File: src/rtl/uart_alu_interface_pkg.sv
// Shared definitions for the serial ALU front end: sequencer states
// and the ALU opcode encodings used by the ALU and its benches.
package uart_alu_interface_pkg;

    typedef enum logic [2:0] {
        S_A    = 3'd0,
        S_B    = 3'd1,
        S_OP   = 3'd2,
        S_CALC = 3'd3,
        S_WAIT = 3'd4
    } state_e;

    localparam logic [5:0] OP_ADD = 6'b100000;
    localparam logic [5:0] OP_SUB = 6'b100010;
    localparam logic [5:0] OP_AND = 6'b100100;
    localparam logic [5:0] OP_OR  = 6'b100101;
    localparam logic [5:0] OP_XOR = 6'b100110;
    localparam logic [5:0] OP_SRA = 6'b000011;
    localparam logic [5:0] OP_SRL = 6'b000010;
    localparam logic [5:0] OP_NOR = 6'b100111;

endpackage

File: src/rtl/uart_alu_interface.sv
// Collects A, B and opcode bytes from UART RX, holds them for the ALU,
// then forwards the ALU result to UART TX with a single-cycle start pulse.
module uart_alu_interface
    import uart_alu_interface_pkg::*;
#(
    parameter int NB_DATA = 8,
    parameter int NB_OP   = 6
) (
    input  logic               i_clk,
    input  logic               i_reset,
    input  logic [NB_DATA-1:0] i_rx_data,
    input  logic               i_rx_done,
    input  logic               i_tx_done,
    input  logic [NB_DATA-1:0] i_alu_result,
    output logic [NB_DATA-1:0] o_alu_a,
    output logic [NB_DATA-1:0] o_alu_b,
    output logic [NB_OP-1:0]   o_alu_op,
    output logic [NB_DATA-1:0] o_tx_data,
    output logic               o_tx_start,
    output logic               o_busy
);

    state_e             state_q, state_d;
    logic [NB_DATA-1:0] alu_a_q, alu_a_d;
    logic [NB_DATA-1:0] alu_b_q, alu_b_d;
    logic [NB_OP-1:0]   alu_op_q, alu_op_d;
    logic [NB_DATA-1:0] tx_data_q, tx_data_d;
    logic               tx_start_q, tx_start_d;

    always_ff @(posedge i_clk or negedge i_reset) begin
        if (!i_reset) begin
            state_q    <= S_A;
            alu_a_q    <= '0;
            alu_b_q    <= '0;
            alu_op_q   <= '0;
            tx_data_q  <= '0;
            tx_start_q <= 1'b0;
        end else begin
            state_q    <= state_d;
            alu_a_q    <= alu_a_d;
            alu_b_q    <= alu_b_d;
            alu_op_q   <= alu_op_d;
            tx_data_q  <= tx_data_d;
            tx_start_q <= tx_start_d;
        end
    end

    always_comb begin
        state_d    = state_q;
        alu_a_d    = alu_a_q;
        alu_b_d    = alu_b_q;
        alu_op_d   = alu_op_q;
        tx_data_d  = tx_data_q;
        tx_start_d = 1'b0;
        case (state_q)
            S_A: begin
                if (i_rx_done) begin
                    alu_a_d = i_rx_data;
                    state_d = S_B;
                end
            end
            S_B: begin
                if (i_rx_done) begin
                    alu_b_d = i_rx_data;
                    state_d = S_OP;
                end
            end
            S_OP: begin
                if (i_rx_done) begin
                    alu_op_d = i_rx_data[NB_OP-1:0];
                    state_d  = S_CALC;
                end
            end
            // ALU inputs have been stable for a full cycle here
            S_CALC: begin
                tx_data_d  = i_alu_result;
                tx_start_d = 1'b1;
                state_d    = S_WAIT;
            end
            S_WAIT: begin
                if (i_tx_done) begin
                    state_d = S_A;
                end
            end
            default: state_d = S_A;
        endcase
    end

    assign o_alu_a    = alu_a_q;
    assign o_alu_b    = alu_b_q;
    assign o_alu_op   = alu_op_q;
    assign o_tx_data  = tx_data_q;
    assign o_tx_start = tx_start_q;
    assign o_busy     = (state_q == S_CALC) || (state_q == S_WAIT);

endmodule

File: config.mk
export PLATFORM = sky130hd
export DESIGN_NAME = uart_alu_interface
export DESIGN_NICKNAME = d
export VERILOG_FILES = /design/src/rtl/uart_alu_interface_pkg.sv /design/src/rtl/uart_alu_interface.sv
export SDC_FILE = /design/constraint.sdc
export NUM_CORES = 1
export LEC_CHECK = 0
export ABC_AREA = 1
export BUFFER_PORTS_ARGS = -buffer_cell sky130_fd_sc_hd__buf_2
export CORE_UTILIZATION = 48
export DETAILED_ROUTE_END_ITERATION = 10
export PLACE_DENSITY = 0.8
export SKIP_LAST_GASP = 1
export SYNTH_ARGS = -nofsm -noshare
export SYNTH_HDL_FRONTEND = slang
export SYNTH_SLANG_ARGS = --single-unit
File: constraint.sdc
create_clock -name i_clk -period 1.2 [get_ports i_clk]
set_input_delay 0.12 -clock i_clk [delete_from_list [all_inputs] [get_ports i_clk]]
set_output_delay 0.12 -clock i_clk [all_outputs]
set_load 0.005 [all_outputs]
== Yosys cells after proc, flatten, opt, wreduce, memory -nomap -nowiden ==
Cells that the tools add are included.
Storage, ports and cells
  bits in registers: 34
  input bits: 20
  output and inout bits: 32
  logic and storage cells: 26
Operators by class
  eq/ne operators: 8
  muxes and demuxes: 6
  reduce and logical (&&, ||, !) cells: 6
Operators with widths (number)
  $pmux 3 s5: 1
  $mux 3: 4
  $ne 2x2->1 const B: 4
  $eq 3x2->1 const B: 2
  $reduce_and 2->1: 3
  $reduce_and 4->1: 1
  $eq 3x1->1 const B: 1
  $eq 3x3->1 const B: 1
  $logic_not 3->1: 1
  $logic_or 1x1->1: 1
  $mux 1: 1

== Logic depth before layout (Yosys ltp) ==
  depth in word-level cells: 3
  depth in mapped cells: 6

== Worst setup path before layout ==
No wires, ideal clock.
  kind: reg-to-reg
  from: register state_q[1]
  to: register alu_a_q[5] (netlist: o_alu_a[5])
  library setup time: 119 ps
  arrival time: 977 ps
  data required time: 1081 ps
  slack: 104 ps
  stages on the path, launching flop included: 6
  period minus slack after synthesis: 1096 ps
  cell sequence: dfrtp_1 nor2_4 nand2_2 buf_12 nand2_2 o21ai_2
Between the ends
  word-level cells in the longest chain between the ends: 2
RTL lines
  start, declared: RTL line uart_alu_interface.sv:23  | state_e state_q, state_d;
  start signal, assigned: RTL line uart_alu_interface.sv:39  | state_q <= state_d;
  $logic_not 3->1: RTL line uart_alu_interface.sv:55  | case (state_q)
  $reduce_and 2->1 (no line)
  end signal, assigned: RTL line uart_alu_interface.sv:40  | alu_a_q <= alu_a_d;
  end, declared: RTL line uart_alu_interface.sv:24  | logic [NB_DATA-1:0] alu_a_q, alu_a_d;
Every way passes these cells.
A chain may end at the register's enable or synchronous reset.

== Worst setup path after layout ==
  from: register state_q[0]
  to: output port o_busy
Between the ends
  word-level cells in the longest chain between the ends: 2
  elaborated cells on any way between the ends: 3
RTL lines
  $eq 3x2->1 or $eq 3x3->1 (tied branches): RTL line uart_alu_interface.sv:94  | assign o_busy = (state_q == S_CALC) || (state_q == S_WAIT);
  $logic_or 1x1->1 (*): RTL line uart_alu_interface.sv:94
  end, declared: RTL line uart_alu_interface.sv:20  | output logic o_busy
Every way passes the cells marked *; elsewhere a longest branch is shown, timed or not.

==> qor.yml <==
outcome:
  status: "finished, violations left"
  violations: "setup timing"
layout:
  drive_gt1_share_pct: 46.15
  nets: 227
  fin_area_sq_um: 1908
  num_antenna_cells: 0
  post_layout_nonfiller_instances: 239
  area_growth_pct: 34.60
  mostFrequentLayoutCells: "nand2_1 (51), buf_2 (51), dfrtp_1 (32)"
  fin_util_pct: 68.60
clock_network:
  root_buffer: "clkbuf_4"
  cts_sinks: 34
  cts.path.max_buffers: 2
  htree_num_levels: 2
  cts.reportedPaths.clkPinSlew_ns: 0.10
  tritoncts: "built"
  clk_latency_ns: 0.33
  cts_made_buffers: 5
setup_path:
  crit_buf_inv: 3
  crit_slowest_cell: "dfrtp_1"
  critPathCaptureType: "output pin"
  cp-start-kind: "register"
  required_ns: 1.08
  path_cells: "buf_4, inv_4, nor2_4, nand2_4, nand2_1, buf_2"
  cp_top_family: "flip-flops"
  crit_fanout: 2
  cp.arrival_ns: 1.17
  crit_type: "reg2out"
  slowest_delay_ns: 0.40
routing:
  wl_per_cell_um: 12.57
  first_iter_violations: 59
  drt_first_pass_iters: 4
  num_vias: 1143
  ant_nets: 0
  drc: 0
  vias_per_cell: 4.782
  wirelength_um: 3004
power:
  comb_power_share_pct: 43.1
  p_per_area_nw_per_um2: 2465
  p_int_uw: 2923
  seqPwrFrac_pct: 42.8
  leakage_uw: 0.001061
  netSwitchingPower_uw: 1780
  peakVddDrop_mv: 1.766
  p_clk_share_pct: 14.1
  switching_share_pct: 37.85
worst_hold_path:
  hold_class: "in2reg"
die:
  die_x_um: 56.35
  fp.dieH_um: 56.35
  core_area_sq_um: 2781
  die-area_sq_um: 3175
  rows: 19
  start_util_pct: 50.97
  pin_count: 52
timing:
  hold_viol: 0
  period_needed_ns: 1.294
  finalWorstSetupSlack_ns: -0.09446
  relSlewSlack_pct: 70.56
  rsz0062_at_grt: "true"
  fin_crit_sh_pct: 107.9
  drv_slew: 0
  tightest_slew_ns: 0.4415
  max_freq_mhz: 772.5
  tns_ns: -1.039
  clock_skew_ns: 0.008785
  setup_viol: 23
logic_synthesis:
  netlist_area_sq_um: 1418
  ys_seq_elements: 34
  synthTopCellsByArea: "dfrtp_1 (60%), nand2_1 (14%), o21ai_2 (9.9%)"
  ys_types: 17
  avgSynthCellArea_sq_um: 10.27
  yosysTopAreaCell: "dfrtp_1"
  synth_top_area_share_pct: 60.02
  synth_warnings: 0
  synth_nets: 158
  yosysSeqAreaShare_pct: 60.02
  synth_cells: 138
flow_run:
  max-cap-violations: 0
grt:
  grt_pass1_wl_um: 5016
  grt-ovfl-total: 0
  grt_pass1_vias: 1154
  grt.total_usage_pct: 21.06
  antenna_found_initial: 0
  grt_max_degree: 19
placed_design:
  globalplace.congestion: 0.7403
  dpl-instance-area_sq_um: 1684
  hpwl_um: 2017
  io_buffer_count: 51
  dp_cells: 217
  post-place-ws_ns: -0.03522
kinds of logic after synthesis:
| kind of cell | synth area share (%) |
|---|---|
| and+or+nand+nor | 21.36 |
| DFF | 60.02 |
| AOI/OAI and AO/OA | 12.00 |
| buffers and inverters | 6.619 |
registers in the layout (all words and copies together) (netlist names):
| signal | cells |
|---|---|
| o_alu_a | 8 |
| o_alu_b | 8 |
| o_alu_op | 6 |
| o_tx_data | 8 |
| o_tx_start | 1 |
| state_q | 3 |
metrics by stage:
step / hold WS [ns] / power, uW
floorplan: -0.1756 / 3148
global placement: 0.07439 / 3697
detailed placement: 0.08995 / 3790
CTS: 0.01305 / 4663
global route: 0.006366 / 5065
finish: 0.01752 / 4704
per-layer routing:
| layer | track usage, % | wire length [um] |
|---|---|---|
| met5 | 0 | 0 |
| met4 | 7.666 | 62 |
| met3 | 7.373 | 186 |
| met2 | 33.84 | 1475 |
| met1 | 26.40 | 1279 |
path summary, 6_finish.rpt:
path | from | to | slack (ns) | cells after the start
min in group asynchronous | i_reset | o_tx_data[4]$_DFFE_PN0N_ | 0.25 | 2
worst min register to register | o_tx_data[0]$_DFFE_PN0N_ | o_tx_data[0]$_DFFE_PN0N_ | 0.49 | 2
worst max register to register | state_q[1]$_DFFE_PN0P_ | o_alu_a[1]$_DFFE_PN0P_ | -0.08 | 5
worst min-delay path | i_alu_result[6] | o_tx_data[6]$_DFFE_PN0N_ | 0.02 | 3
max in group asynchronous | i_reset | state_q[2]$_DFFE_PN0P_ | 0.50 | 3
worst max-delay path | state_q[0]$_DFFE_PN0P_ | o_busy | -0.09 | 6
Yosys cell counts, drive strengths merged:
| master | number |
|---|---|
| clkinv | 1 |
| nand2 | 57 |
| nor2 | 5 |
| buf | 4 |
| inv | 11 |
| dfrtp | 34 |
| nand3 | 3 |
| o21ai | 22 |
| nand3b | 1 |
power by group through the flow:
stage | clock, uW | combinational (uW) | sequential [uW]
final | 662 | 2030 | 2020
after global routing | 732 | 2260 | 2080
after floorplan | 0 | 1080 | 2070
after CTS | 682 | 1960 | 2020
after detailed placement | 0 | 1760 | 2030
after global placement | 0 | 1690 | 2010
area by class of cell:
class                   count  area, sq um
repair buffers             66        404.1
fillers                   220        873.3
clock buffers               7        55.05
flip-flops and latches     34        853.3
well taps                  31        38.79
inverters                  12        52.55
multi-input cells          88        499.2
clock inverters             1        5.005
worst min-delay path, cell delays in order:
cell and delay [ns]:
buf_2 0.08, nand2_1 0.05, nand2_1 0.06
timing repair:
item,4_1_cts,5_1_grt
hold buffers,8,0
pin swaps,1,3
setup endpoints to repair,14,26
endpoints found under the hold margin,24,0
resized for setup,8,2
setup buffers,4,2
(Power assumes the default switching activity.)
